## src/rtl/xgmii_pkg.sv

```systemverilog
// XGMII shared constants, link-status encoding and column classifier.
// Latency: n/a (package only).
// Backpressure: n/a; XGMII runs at line rate with no flow control.
package xgmii_pkg;

    localparam logic [63:0] XGMII_IDLE_D   = 64'h0707070707070707;
    localparam logic [7:0]  XGMII_IDLE_C   = 8'hFF;
    localparam logic [63:0] XGMII_ERROR_D  = 64'hFEFEFEFEFEFEFEFE;
    localparam logic [7:0]  XGMII_ERROR_C  = 8'hFF;
    localparam logic [7:0]  XGMII_START    = 8'hFB;
    localparam logic [7:0]  XGMII_TERM     = 8'hFD;
    localparam logic [7:0]  XGMII_SEQ      = 8'h9C;
    localparam logic [7:0]  XGMII_LF_CODE  = 8'h01;
    localparam logic [7:0]  XGMII_RF_CODE  = 8'h02;

    // Remote-fault ordered set in both columns of a word.
    localparam logic [63:0] XGMII_RF_SET_D = 64'h0200009C0200009C;
    localparam logic [7:0]  XGMII_RF_SET_C = 8'h11;

    typedef enum logic [1:0] {
        LINK_OK = 2'b00,
        LINK_LF = 2'b01,
        LINK_RF = 2'b10
    } link_status_t;

    typedef enum logic [1:0] {
        COL_NONE = 2'b00,
        COL_LF   = 2'b01,
        COL_RF   = 2'b10
    } col_kind_t;

    // A fault sequence column is ||Q|| 00 00 code with only lane 0 as control.
    function automatic col_kind_t classify_col(input logic [31:0] d, input logic [3:0] c);
        if (c == 4'b0001 && d[7:0] == XGMII_SEQ && d[15:8] == 8'h00 && d[23:16] == 8'h00) begin
            if (d[31:24] == XGMII_LF_CODE) return COL_LF;
            if (d[31:24] == XGMII_RF_CODE) return COL_RF;
        end
        return COL_NONE;
    endfunction

endpackage

```

## src/rtl/xgmii_fault_detect.sv

```systemverilog
// Link-fault sequence detector: counts same-type fault columns inside a window.
// Latency: status_next is combinational from the word; status is registered (1 cycle).
// Backpressure: none; one 64-bit word (two columns) consumed every cycle.
// Ports: clk, rst_n, rx_d/rx_c (deinterleaved word), status (registered), status_next.
module xgmii_fault_detect
    import xgmii_pkg::*;
#(
    parameter int FAULT_THRESH = 4,
    parameter int WINDOW       = 128
) (
    input  logic         clk,
    input  logic         rst_n,
    input  logic [63:0]  rx_d,
    input  logic [7:0]   rx_c,
    output link_status_t status,
    output link_status_t status_next
);

    localparam int SEQ_W = $clog2(FAULT_THRESH + 1);
    localparam int COL_W = $clog2(WINDOW + 1);

    typedef struct packed {
        link_status_t     seq_type;
        logic [SEQ_W-1:0] seq_cnt;
        logic [COL_W-1:0] col_cnt;
        link_status_t     status;
    } det_state_t;

    // One column's worth of state update; applied to column 0 then column 1.
    function automatic det_state_t col_step(input det_state_t s, input col_kind_t kind);
        det_state_t   n;
        link_status_t t;
        n = s;
        if (kind != COL_NONE) begin
            t = (kind == COL_LF) ? LINK_LF : LINK_RF;
            if (t == s.seq_type && s.col_cnt < COL_W'(WINDOW)) begin
                if (s.seq_cnt < SEQ_W'(FAULT_THRESH))
                    n.seq_cnt = s.seq_cnt + 1'b1;
            end else begin
                // Type change, or the previous sequence is too old to chain with.
                n.seq_type = t;
                n.seq_cnt  = SEQ_W'(1);
            end
            n.col_cnt = '0;
            if (n.seq_cnt == SEQ_W'(FAULT_THRESH))
                n.status = t;
        end else if (s.col_cnt < COL_W'(WINDOW)) begin
            n.col_cnt = s.col_cnt + 1'b1;
            if (n.col_cnt == COL_W'(WINDOW)) begin
                n.seq_cnt = '0;
                n.status  = LINK_OK;
            end
        end
        return n;
    endfunction

    det_state_t cur;
    det_state_t mid;
    det_state_t nxt;

    always_comb begin
        mid = col_step(cur, classify_col(rx_d[31:0],  rx_c[3:0]));
        nxt = col_step(mid, classify_col(rx_d[63:32], rx_c[7:4]));
    end

    always_ff @(posedge clk or negedge rst_n) begin
        if (!rst_n) begin
            cur.seq_type <= LINK_LF;
            cur.seq_cnt  <= '0;
            cur.col_cnt  <= '0;
            cur.status   <= LINK_LF;   // pessimistic until the link proves clean
        end else begin
            cur <= nxt;
        end
    end

    assign status      = cur.status;
    assign status_next = nxt.status;

endmodule

```

## src/rtl/xgmii_rs_fault.sv

```systemverilog
// Reconciliation-sublayer link-fault stage: detects LF/RF, masks RX, overrides TX.
// Latency: 1 cycle on both RX and TX paths; status registered with the outputs.
// Backpressure: none; line-rate XGMII, one word per cycle in and out.
// Ports: rx_xgmii_* -> rx_out_* (to MAC), tx_in_* -> tx_out_* (to PHY),
//        link_status/link_up, fault-entry counters with synchronous clear_cnt.
module xgmii_rs_fault
    import xgmii_pkg::*;
#(
    parameter int FAULT_THRESH = 4,
    parameter int WINDOW       = 128,
    parameter int CNT_W        = 16
) (
    input  logic             clk,
    input  logic             rst_n,
    input  logic [63:0]      rx_xgmii_d,
    input  logic [7:0]       rx_xgmii_c,
    output logic [63:0]      rx_out_d,
    output logic [7:0]       rx_out_c,
    input  logic [63:0]      tx_in_d,
    input  logic [7:0]       tx_in_c,
    output logic [63:0]      tx_out_d,
    output logic [7:0]       tx_out_c,
    output logic [1:0]       link_status,
    output logic             link_up,
    input  logic             clear_cnt,
    output logic [CNT_W-1:0] local_fault_cnt,
    output logic [CNT_W-1:0] remote_fault_cnt
);

    link_status_t status;
    link_status_t status_next;

    xgmii_fault_detect #(
        .FAULT_THRESH (FAULT_THRESH),
        .WINDOW       (WINDOW)
    ) u_detect (
        .clk         (clk),
        .rst_n       (rst_n),
        .rx_d        (rx_xgmii_d),
        .rx_c        (rx_xgmii_c),
        .status      (status),
        .status_next (status_next)
    );

    assign link_status = status;

    // Frame tracking on the MAC's TX stream; the last start/terminate in byte
    // order wins, so a start followed by a terminate in one word nets to idle.
    logic tx_in_frame;
    logic frame_next;

    always_comb begin
        frame_next = tx_in_frame;
        for (int k = 0; k < 8; k++) begin
            if (tx_in_c[k] && tx_in_d[8*k +: 8] == XGMII_START && (k == 0 || k == 4))
                frame_next = 1'b1;
            if (tx_in_c[k] && tx_in_d[8*k +: 8] == XGMII_TERM)
                frame_next = 1'b0;
        end
    end

    logic entering_fault;
    logic leaving_ok;

    assign entering_fault = (status_next != LINK_OK) && (status_next != status);
    assign leaving_ok     = (status == LINK_OK) && (status_next != LINK_OK);

    always_ff @(posedge clk or negedge rst_n) begin
        if (!rst_n) begin
            local_fault_cnt  <= '0;
            remote_fault_cnt <= '0;
        end else if (clear_cnt) begin
            local_fault_cnt  <= '0;
            remote_fault_cnt <= '0;
        end else if (entering_fault) begin
            if (status_next == LINK_LF && local_fault_cnt != {CNT_W{1'b1}})
                local_fault_cnt <= local_fault_cnt + 1'b1;
            if (status_next == LINK_RF && remote_fault_cnt != {CNT_W{1'b1}})
                remote_fault_cnt <= remote_fault_cnt + 1'b1;
        end
    end

    always_ff @(posedge clk or negedge rst_n) begin
        if (!rst_n) begin
            rx_out_d    <= XGMII_IDLE_D;
            rx_out_c    <= XGMII_IDLE_C;
            tx_out_d    <= XGMII_IDLE_D;
            tx_out_c    <= XGMII_IDLE_C;
            link_up     <= 1'b0;
            tx_in_frame <= 1'b0;
        end else begin
            link_up <= (status_next == LINK_OK);

            if (status_next == LINK_OK) begin
                rx_out_d <= rx_xgmii_d;
                rx_out_c <= rx_xgmii_c;
            end else begin
                rx_out_d <= XGMII_IDLE_D;
                rx_out_c <= XGMII_IDLE_C;
            end

            // A frame already partly sent to the PHY is poisoned so the far end
            // drops it instead of seeing a truncated good frame.
            if (leaving_ok && tx_in_frame) begin
                tx_out_d <= XGMII_ERROR_D;
                tx_out_c <= XGMII_ERROR_C;
            end else begin
                case (status_next)
                    LINK_OK: begin
                        tx_out_d <= tx_in_d;
                        tx_out_c <= tx_in_c;
                    end
                    LINK_LF: begin
                        tx_out_d <= XGMII_RF_SET_D;
                        tx_out_c <= XGMII_RF_SET_C;
                    end
                    default: begin
                        tx_out_d <= XGMII_IDLE_D;
                        tx_out_c <= XGMII_IDLE_C;
                    end
                endcase
            end

            tx_in_frame <= leaving_ok ? 1'b0 : frame_next;
        end
    end

endmodule

```

## config.mk

```make
export PLATFORM = sky130hd
export DESIGN_NAME = xgmii_rs_fault
export DESIGN_NICKNAME = d
export VERILOG_FILES = /design/src/rtl/xgmii_pkg.sv /design/src/rtl/xgmii_fault_detect.sv /design/src/rtl/xgmii_rs_fault.sv
export SDC_FILE = /design/constraint.sdc
export NUM_CORES = 1
export LEC_CHECK = 0
export BUFFER_PORTS_ARGS = -buffer_cell sky130_fd_sc_hd__buf_2
export CAP_MARGIN = 10
export CELL_PAD_IN_SITES_DETAIL_PLACEMENT = 0
export CELL_PAD_IN_SITES_GLOBAL_PLACEMENT = 1
export CORE_MARGIN = 2
export CORE_UTILIZATION = 34
export CTS_CLUSTER_DIAMETER = 200
export DETAILED_ROUTE_END_ITERATION = 7
export MAX_ROUTING_LAYER = met4
export PLACE_DENSITY_LB_ADDON = 0.1
export SETUP_SLACK_MARGIN = 0.4
export SYNTH_ARGS = -nofsm -noshare
export SYNTH_HDL_FRONTEND = slang
export SYNTH_HIERARCHICAL = 1
export SYNTH_SLANG_ARGS = --single-unit
```

## constraint.sdc

```tcl
create_clock -name clk -period 3.7 [get_ports clk]
set_input_delay 0.37 -clock clk [delete_from_list [all_inputs] [get_ports clk]]
set_output_delay 0.37 -clock clk [all_outputs]
set_load 0.01 [all_outputs]
```

==> flow_metrics.env, run 1 <==
export IMPL_antenna_found_initial=4
export IMPL_core_region_area_um2=25200
export IMPL_slew_headroom_pct=54.7
export IMPL_place_inst=1503
export IMPL_r2r_setup_slack_ps=-130
export IMPL_routed_wl_um=32000
export IMPL_worstHoldPathType="input pin to register"
export IMPL_netlist_instances=795
export IMPL_placed_area_um2=11400
export IMPL_synth_area_leaders="dfrtp_1, dfstp_2, or3_1"
export IMPL_syn_area_um2=8730
export IMPL_num_vias=7981
export IMPL_clk_pin_slew_ps=90
export IMPL_status="complete, but fails checks"
export IMPL_die_area_um2=27000
export IMPL_yosysMostFrequentCell="dfrtp_1"
export IMPL_drtIter0Drc=473
export IMPL_synth_distinct_cells=77
export IMPL_cellLeakagePower_nw=6.78
export IMPL_clockBufferDepth=2
export IMPL_finClkSkew_ps=14.3
export IMPL_ys_ff_latch=193
export IMPL_yosys_warnings=6
export IMPL_reg2reg_to="local_fault_cnt[8]"
export IMPL_min_period_ps=3880
export IMPL_ant_nets=0
export IMPL_nNetsFinal=1410
export IMPL_dp_slack_ps=-747
export IMPL_areaGrowthSynthToFinish_pct=55.9
export IMPL_htreeDepth=4
export IMPL_numCtsBuffers=17
export IMPL_drv_slew=0
export IMPL_fin_cells=1601
export IMPL_cts_sinks=193
export IMPL_synthFlopType="dfrtp_1"
export IMPL_grt_pass1_wl_um=46800
export IMPL_hold_depth=2
export IMPL_drive_above_1_share_pct=55.6
export IMPL_cp_arrival_ps=4250
export IMPL_rows=58
export IMPL_powerDensity_nw_per_um2=314
export IMPL_ir_worst_vdd_mv=0.232
export IMPL_clock_latency_ps=440
export IMPL_fin_crit_sh_pct=105
export IMPL_synth_top_cell_area_share_pct=36.4
export IMPL_firstDrtPassIters=5
export IMPL_synth_area_leader_cell="dfrtp_1"
export IMPL_setup_viol=98
export IMPL_rr_worst_depth=17
export IMPL_grt_pass1_vias=7766
export IMPL_setup_slack_ps=-179
export IMPL_cp_required_ps=4070
export IMPL_start_util_pct=34.7
export IMPL_cp_max_fo=8
export IMPL_track_usage_pct=23.8
export IMPL_tritoncts="built"
export IMPL_routedWlPerCell_um=20.0
export IMPL_reg2reg_from="u_detect/cur[2]"
export IMPL_max_freq_mhz=258
export IMPL_fp_dieH_um=164
export IMPL_end_kind="register"
export IMPL_numPortBuffers=325
export IMPL_design_area_um2=13600
export IMPL_overflow=0
export IMPL_hold_violations=0
export IMPL_synth_async_reset_ratio_pct=100
export IMPL_utilization_pct=54.0
export IMPL_worstHoldStart="rx_xgmii_c[0]"
export IMPL_synth_edff_count=0
export IMPL_worst_slew_pin_transition_ps=674
export IMPL_violations="negative setup slack"
export IMPL_drc=0
export IMPL_syn_nets=951
export IMPL_rsz0062_at_grt="yes"
export IMPL_place_hpwl_um=21700
export IMPL_ys_seq_area_share_pct=56.3
export IMPL_cts_root_buf="clkbuf_16"
export IMPL_whs_ps=134
export IMPL_viasPerCell=4.99
export IMPL_die_w_um=164
export IMPL_synth_area_per_cell_um2=11.0
export IMPL_synthTopCellsByCount="dfrtp_1, dfstp_2, o21ai_0, or3_1, and2_1"
export IMPL_gp_congestion=0.864
export IMPL_grt_max_degree=95
export IMPL_criticalPathCategory="input pin to register"
export IMPL_cp_start_kind="input pin"
export IMPL_min_to="rx_out_c[0]"
export IMPL_io_pins=326
export IMPL_drv_cap=0
==> worst max-delay path, cell delays in order <==
cell	delay, ps
buf_2	110
nor4bb_2	310
buf_4	160
nand4_1	110
buf_4	190
nor4_2	250
buf_4	170
buf_4	120
a31oi_4	40
a21o_2	270
ha_4	260
and4b_1	210
buf_4	140
o2111ai_1	170
o211ai_1	140
nand2b_4	160
o21ba_4	210
a21o_4	230
or4_4	490
a21oi_2	140
==> worst max-delay path by stage <==
stage	startpoint	to	slack (ps)	cells after the start
6_report	rx_xgmii_d[6]	local_fault_cnt[8]	-180	20
5_1_grt	rx_xgmii_d[6]	local_fault_cnt[13]	-370	21
4_1_cts	u_detect/cur[3]	local_fault_cnt[3]	-100	18
3_5_place_dp	rx_xgmii_d[6]	local_fault_cnt[11]	-750	18
3_3_place_gp	rx_xgmii_c[1]	local_fault_cnt[11]	-760	18
2_1_floorplan	rx_xgmii_d[11]	local_fault_cnt[11]	-300	15
==> sequential cells by signal, summed over array words and instances (netlist names) <==
register / cells
local_fault_cnt: 16
link_up: 1
u_detect/status: 2
u_detect/cur: 13
rx_out_d: 64
rx_out_c: 8
tx_out_c: 8
tx_out_d: 64
remote_fault_cnt: 16
tx_in_frame: 1
==> power by group <==
| part | total [mW] | internal (mW) | switching [mW] |
|---|---|---|---|
| Clock | 1.94 | 1.00 | 0.937 |
| Sequential | 2.11 | 2.11 | 0.0000939 |
| Combinational | 0.219 | 0.0926 | 0.127 |
| Total | 4.27 | 3.21 | 1.06 |
==> layer usage <==
| metal | GRT usage [%] | vias up | routed length (um) |
|---|---|---|---|
| met2 | 40.0 | 213 | 16200 |
| li1 | - | 3777 | - |
| met1 | 29.8 | 3960 | 13600 |
| met5 | - | - | 0 |
| met4 | 6.30 | 0 | 614 |
| met3 | 3.94 | 31 | 1580 |
==> cell usage in the layout (no fill, tap or decap), types with 15 or more instances in the layout <==
master and count:
buf_6 26, or3_1 38, o21ai_1 17, o21ai_0 15, dfstp_2 66, buf_12 15
dfrtp_1 124, a21oi_1 23, inv_1 35, buf_4 95, nand3_1 22, and2_1 19
nor2_1 28, o21ai_2 15, clkbuf_16 24, and2_4 25, a21o_1 36, nand2_1 35
buf_2 324
==> kinds of logic after synthesis <==
family	Yosys count	synth area share, %
compound gates	171	13.3
mux	8	0.961
buf+inv	82	4.12
fa+ha+maj	9	1.29
xor+xnor	24	2.41
simple gates	308	21.6
flops	193	56.3
==> what timing repair did <==
item	4_1_cts	5_1_grt
endpoints found under the hold margin	36	0
hold buffers	1	0
setup endpoints to repair	180	180
buffers inserted	23	14
cloned	17	7
resized for setup	147	47
pin swaps	34	35
==> stage by stage <==
stage	setup TNS [ps]	power [mW]
floorplan	-9860	2.19
global placement	-91960	2.36
detailed placement	-81650	2.36
CTS	-1550	4.31
global route	-33640	4.42
finish	-6690	4.27
==> area by class of cell <==
type	instances	area, um^2
Fill cell	2303	11600
Antenna cell	4	10.0
Inverter	36	138
Timing Repair Buffer	484	3530
Tap cell	330	413
Multi-Input combinational cell	522	3970
Clock inverter	14	179
Sequential cell	193	4920
Clock buffer	18	439
Power figures use the tool's default switching activity.
==> inputs of run 2 (changes only) <==
--- a/config.mk
+++ b/config.mk
@@ -9,11 +9,9 @@
 export CAP_MARGIN = 10
 export CELL_PAD_IN_SITES_DETAIL_PLACEMENT = 0
 export CELL_PAD_IN_SITES_GLOBAL_PLACEMENT = 1
-export CORE_MARGIN = 2
 export CORE_UTILIZATION = 34
 export CTS_CLUSTER_DIAMETER = 200
 export DETAILED_ROUTE_END_ITERATION = 7
-export MAX_ROUTING_LAYER = met4
 export PLACE_DENSITY_LB_ADDON = 0.1
 export SETUP_SLACK_MARGIN = 0.4
 export SYNTH_ARGS = -nofsm -noshare
==> flow_metrics.env, run 2 (synthesis results as in run 1) <==
export IMPL_die_w_um=162
export IMPL_cpMaxStageDelayCell="or4b_4"
export IMPL_reg_top3="rx_out_d: 64 flops, tx_out_d: 64 flops"
export IMPL_cp_cell_sequence="nand2_2, nor2_1, nand3_1, ha_1, nor4bb_4, buf_4, a31oi_4, a21o_2, ha_4, and4b_1, o21a_1, o211ai_1, buf_4, nand2b_4, o21ba_4, a21o_4, or4b_4, a21oi_2"
export IMPL_ir_worst_vdd_mv=0.241
export IMPL_clk_pin_slew_ps=80
export IMPL_hold_violations=0
export IMPL_routedWlPerCell_um=19.4
export IMPL_violations="negative setup slack"
export IMPL_cts_sinks=193
export IMPL_design_area_um2=12800
export IMPL_fin_crit_sh_pct=105
export IMPL_start_util_pct=34.7
export IMPL_firstDrtPassIters=5
export IMPL_numCtsBuffers=17
export IMPL_setup_viol=121
export IMPL_fin_cells=1570
export IMPL_place_hpwl_um=21700
export IMPL_drc=0
export IMPL_slew_headroom_pct=58.8
export IMPL_crit_end="local_fault_cnt[13]"
export IMPL_numPortBuffers=325
export IMPL_clockBufferDepth=2
export IMPL_min_period_ps=3880
export IMPL_reg2reg_to="local_fault_cnt[13]"
export IMPL_drive_above_1_share_pct=50.6
export IMPL_setup_slack_ps=-184
export IMPL_num_vias=7743
export IMPL_areaGrowthSynthToFinish_pct=47.1
export IMPL_io_pins=326
export IMPL_reg2reg_from="u_detect/cur[2]"
export IMPL_end_kind="register"
export IMPL_crit_path_frequent_cell="buf_4"
export IMPL_clock_latency_ps=440
export IMPL_worst_slew_pin_transition_ps=614
export IMPL_powerDensity_nw_per_um2=327
export IMPL_cts_root_buf="clkbuf_16"
export IMPL_crit_path_max_incr_delay_ps=490
export IMPL_gp_congestion=0.843
export IMPL_placed_area_um2=11400
export IMPL_final_cell_mix="buf_2, dfrtp_1, buf_4, dfstp_2, or3_1"
export IMPL_status="complete, but fails checks"
export IMPL_critPathTopFamily="compound AO/OA/AOI/OAI gates"
export IMPL_core_region_area_um2=25200
export IMPL_grt_pass1_vias=7797
export IMPL_grt_max_degree=73
export IMPL_crit_cells=18
export IMPL_cp_required_ps=4070
export IMPL_drv_cap=0
export IMPL_worstHoldPathType="input pin to register"
export IMPL_cp_start_kind="register"
export IMPL_cp_max_fo=7
export IMPL_drv_slew=0
export IMPL_max_freq_mhz=257
export IMPL_cp_arrival_ps=4250
export IMPL_track_usage_pct=23.4
export IMPL_die_area_um2=26300
export IMPL_worst_path_buf_inv=2
export IMPL_htreeDepth=4
export IMPL_routed_wl_um=30500
export IMPL_crit_start="u_detect/cur[2]"
export IMPL_drtIter0Drc=473
export IMPL_rr_worst_depth=18
export IMPL_tritoncts="built"
export IMPL_grt_pass1_wl_um=46300
export IMPL_rsz0062_at_grt="yes"
export IMPL_nNetsFinal=1379
export IMPL_ant_nets=0
export IMPL_criticalPathCategory="register to register"
export IMPL_fp_dieH_um=162
export IMPL_cellLeakagePower_nw=6.43
export IMPL_antenna_found_initial=4
export IMPL_r2r_setup_slack_ps=-180
export IMPL_rows=58
export IMPL_viasPerCell=4.93
export IMPL_overflow=0
export IMPL_place_inst=1498
export IMPL_finClkSkew_ps=15.3
export IMPL_layout_commonest_cell="buf_2"
## run 2: layer usage
| metal | GRT usage (%) | share of wire (%) | vias to the layer above |
|---|---|---|---|
| li1 | - | - | 3703 |
| met1 | 30.0 | 43 | 3790 |
| met2 | 40.5 | 51 | 220 |
| met3 | 3.75 | 4.6 | 28 |
| met4 | 7.20 | 1.7 | 2 |
| met5 | 0 | 0.043 | - |
## run 2: what timing repair did
item                       4_1_cts  5_1_grt
buffers inserted                19        4
hold buffers                     1        0
gates cloned                    10        2
setup endpoints to repair      180      180
hold endpoints to repair        35        0
pin swaps                       24        6
resized for setup               61       26
## run 2: worst min path at each step
| stage | from | end | slack, ps | cells past startpoint |
|---|---|---|---|---|
| floorplan | rst_n | link_up | 70 | 0 |
| global placement | rst_n | tx_out_d[47] | 390 | 1 |
| detailed placement | rst_n | tx_out_d[37] | 390 | 1 |
| CTS | rx_xgmii_d[34] | rx_out_d[34] | 110 | 2 |
| global route | rx_xgmii_d[34] | rx_out_d[34] | 120 | 2 |
| finish | rx_xgmii_d[34] | rx_out_d[34] | 130 | 2 |
## run 2: power by group
group          total [mW]  switching [mW]  internal, mW
Sequential           2.11       0.0000813          2.11
Clock                1.88           0.949         0.933
Combinational       0.209           0.120        0.0891
Total                4.20            1.07          3.13
## run 2: cell type report
class | count | area (um^2)
diodes | 4 | 10.0
clock buffers | 18 | 439
clock inverters | 14 | 163
fillers | 2378 | 12300
inverters | 36 | 138
multi-input cells | 522 | 3780
flip-flops and latches | 193 | 4920
well taps | 330 | 413
repair buffers | 453 | 2980
## run 2: per-stage QoR
step	TNS, ps	setup WS (ps)	hold WS, ps	util, %	power [mW]
after floorplan	-9860	-301	74.4	-	2.19
after global placement	-75580	-697	392	45.2	2.36
after detailed placement	-91270	-828	392	45.2	2.36
after CTS	-7760	-180	114	50.2	4.24
after global routing	-39500	-357	124	51.0	4.36
final	-12280	-184	134	51.0	4.20
==> inputs of run 3 (changes only) <==
--- a/config.mk
+++ b/config.mk
@@ -5,11 +5,12 @@
 export SDC_FILE = /design/constraint.sdc
 export NUM_CORES = 1
 export LEC_CHECK = 0
-export BUFFER_PORTS_ARGS = -buffer_cell sky130_fd_sc_hd__buf_2
+export ABC_AREA = 1
+export BUFFER_PORTS_ARGS = -buffer_cell sky130_fd_sc_hd__buf_4
 export CAP_MARGIN = 10
 export CELL_PAD_IN_SITES_DETAIL_PLACEMENT = 0
 export CELL_PAD_IN_SITES_GLOBAL_PLACEMENT = 1
-export CORE_UTILIZATION = 34
+export CORE_UTILIZATION = 33
 export CTS_CLUSTER_DIAMETER = 200
 export DETAILED_ROUTE_END_ITERATION = 7
 export PLACE_DENSITY_LB_ADDON = 0.1
==> constraint.sdc (replaced) <==
create_clock -name clk -period 3.7 [get_ports clk]
set_input_delay 0.37 -clock clk [delete_from_list [all_inputs] [get_ports clk]]
set_output_delay 0.37 -clock clk [all_outputs]
set_load 0.005 [all_outputs]
==> flow_metrics.env, run 3 <==
export IMPL_rows=61
export IMPL_synthFlopType="dfrtp_1"
export IMPL_num_vias=8731
export IMPL_fillCellCount=2672
export IMPL_hold_violations=0
export IMPL_tritoncts="built"
export IMPL_drive_above_1_share_pct=43.2
export IMPL_status="finished clean"
export IMPL_firstDrtPassIters=5
export IMPL_max_freq_mhz=284
export IMPL_rr_worst_depth=24
export IMPL_grt_max_degree=106
export IMPL_ir_worst_vdd_mv=0.281
export IMPL_drv_cap=0
export IMPL_slew_headroom_pct=39.9
export IMPL_viasPerCell=4.59
export IMPL_drv_slew=0
export IMPL_min_period_ps=3520
export IMPL_cp_cell_sequence="nand3_2, inv_2, nand4_1, or2_4, ha_4, nand3_4, nor2_4, nand3_4, nand3_2, nand2_2, ha_4, nand3_2, nand2_2, nand2_2, nand4_1, nand3_2, buf_12, nor2_4, nor3_2, nand2_2, nand2_1, inv_4, o21ai_0, inv_1"
export IMPL_finClkSkew_ps=21.3
export IMPL_cellLeakagePower_nw=7.19
export IMPL_numPortBuffers=325
export IMPL_routedWlPerCell_um=17.2
export IMPL_htreeDepth=4
export IMPL_rsz0062_at_grt="yes"
export IMPL_grt_pass1_wl_um=46100
export IMPL_design_area_um2=14100
export IMPL_reg2reg_from="u_detect/cur[3]"
export IMPL_place_hpwl_um=22600
export IMPL_ctsHoldBuffers=0
export IMPL_routed_wl_um=32700
export IMPL_crit_start="u_detect/cur[3]"
export IMPL_synth_top_cell_area_share_pct=34.2
export IMPL_io_pins=326
export IMPL_synth_async_reset_ratio_pct=100
export IMPL_synth_distinct_cells=43
export IMPL_synth_area_leader_cell="dfrtp_1"
export IMPL_synthTopCellsByCount="nand2_1, nor2_1, dfrtp_1, inv_1, nand3_1"
export IMPL_crit_path_max_incr_delay_ps=390
export IMPL_drc=0
export IMPL_fp_dieH_um=170
export IMPL_end_kind="register"
export IMPL_grt_pass1_vias=8110
export IMPL_ant_nets=0
export IMPL_synth_area_per_cell_um2=8.26
export IMPL_start_util_pct=33.5
export IMPL_cp_start_kind="register"
export IMPL_synth_area_leaders="dfrtp_1, dfstp_2, nand2_1"
export IMPL_worst_path_buf_inv=4
export IMPL_ys_seq_area_share_pct=52.8
export IMPL_placed_area_um2=12400
export IMPL_worstHoldPathType="input pin to async pin"
export IMPL_track_usage_pct=21.0
export IMPL_clk_pin_slew_ps=80
export IMPL_ys_ff_latch=193
export IMPL_cp_required_ps=4060
export IMPL_setup_viol=0
export IMPL_die_w_um=170
export IMPL_areaGrowthSynthToFinish_pct=51.7
export IMPL_core_region_area_um2=27800
export IMPL_yosysMostFrequentCell="nand2_1"
export IMPL_worst_slew_pin_transition_ps=902
export IMPL_dp_slack_ps=-128
export IMPL_cp_max_fo=14
export IMPL_cp_arrival_ps=3880
export IMPL_reg_top3="rx_out_d: 64 flops, tx_out_d: 64 flops"
export IMPL_clockBufferDepth=2
export IMPL_layout_commonest_cell="buf_4"
export IMPL_power_mw=7.61
export IMPL_nNetsFinal=1666
export IMPL_numCtsBuffers=17
export IMPL_overflow=0
export IMPL_syn_area_um2=9300
export IMPL_fin_crit_sh_pct=95.1
export IMPL_cts_sinks=193
export IMPL_critPathTopFamily="simple AND/OR/NAND/NOR gates"
export IMPL_syn_nets=1282
export IMPL_gp_congestion=0.881
export IMPL_regArea_um2=4910
export IMPL_whs_ps=25.4
export IMPL_multiInputGateArea_um2=4120
export IMPL_r2r_setup_slack_ps=180
export IMPL_synth_edff_count=0
export IMPL_antenna_found_initial=1
export IMPL_cts_root_buf="clkbuf_16"
export IMPL_clock_latency_ps=440
export IMPL_die_area_um2=28800
export IMPL_setup_slack_ps=182
export IMPL_yosys_warnings=6
export IMPL_netlist_instances=1126
export IMPL_powerDensity_nw_per_um2=540
export IMPL_reg2reg_to="tx_out_d[8]"
export IMPL_drtIter0Drc=494
export IMPL_final_cell_mix="buf_4, nand2_1, dfrtp_1, nor2_1, inv_1"
export IMPL_setup_tns_ps=0
export IMPL_cpMaxStageDelayCell="dfrtp_1"
export IMPL_criticalPathCategory="register to register"
## run 3: per-layer routing
metal  part of all wire, %  GRT usage, %
met2                    52          36.8
met4                   2.0          5.88
met5                     0             0
met3                   5.5          4.60
met1                    41          25.7
## run 3: through the flow
stage	instances	utilization, %
3_3_place_gp	1821	44.7
3_5_place_dp	1821	44.7
6_report	1902	50.8
5_1_grt	1902	50.8
2_1_floorplan	1126	-
4_1_cts	1869	48.0
## run 3: layout make-up
type                       count  share of cell area [%]
sequential                   193                    34.8
multi-input combinational    761                    29.2
timing repair buffer         405                    24.4
inverter                     132                    3.64
tap                          378                    3.35
clock buffer                  18                    3.11
clock inverter                14                    1.45
antenna                        1                  0.0177
## run 3: kinds of logic (layout without fill, tap and decap cells)
kind of cell,after synthesis,after routing,share of synthesized area [%]
AND/OR/NAND/NOR,666,667,31.9
adder cells (fa/ha/maj),9,9,1.21
other,0,1,0
flip-flops,193,193,52.8
multiplexers,1,1,0.121
XOR/XNOR,22,22,2.07
buffers and inverters,173,569,7.77
AO/OA/AOI/OAI,62,62,4.07
## run 3: worst max-delay path by stage
| stage | to | depth (start not counted) |
|---|---|---|
| 4_1_cts | remote_fault_cnt[3] | 26 |
| 5_1_grt | tx_out_d[8] | 24 |
| 3_5_place_dp | remote_fault_cnt[3] | 26 |
| 3_3_place_gp | tx_out_d[6] | 23 |
| 6_report | tx_out_d[8] | 24 |
| 2_1_floorplan | local_fault_cnt[3] | 27 |
## run 3: repair_timing
action | CTS | global route
gates cloned | 1 | 17
pin swaps | 21 | 31
buffers inserted | 15 | 15
endpoints found under the setup margin | 178 | 178
resized for setup | 28 | 88
## run 3: worst reg2reg max path, delay by kind of cell (launching register included)
kind / cells / cell delay (ps)
simple gates: 17 / 1930
fa+ha+maj: 2 / 540
buf+inv: 4 / 470
flops: 1 / 390
compound gates: 1 / 140
## run 3: power by group
part	internal (mW)	switching (mW)	total, mW
clock	1.01	0.958	1.97
sequential	3.09	0.293	3.38
combinational	1.31	0.948	2.26
total	5.42	2.20	7.61
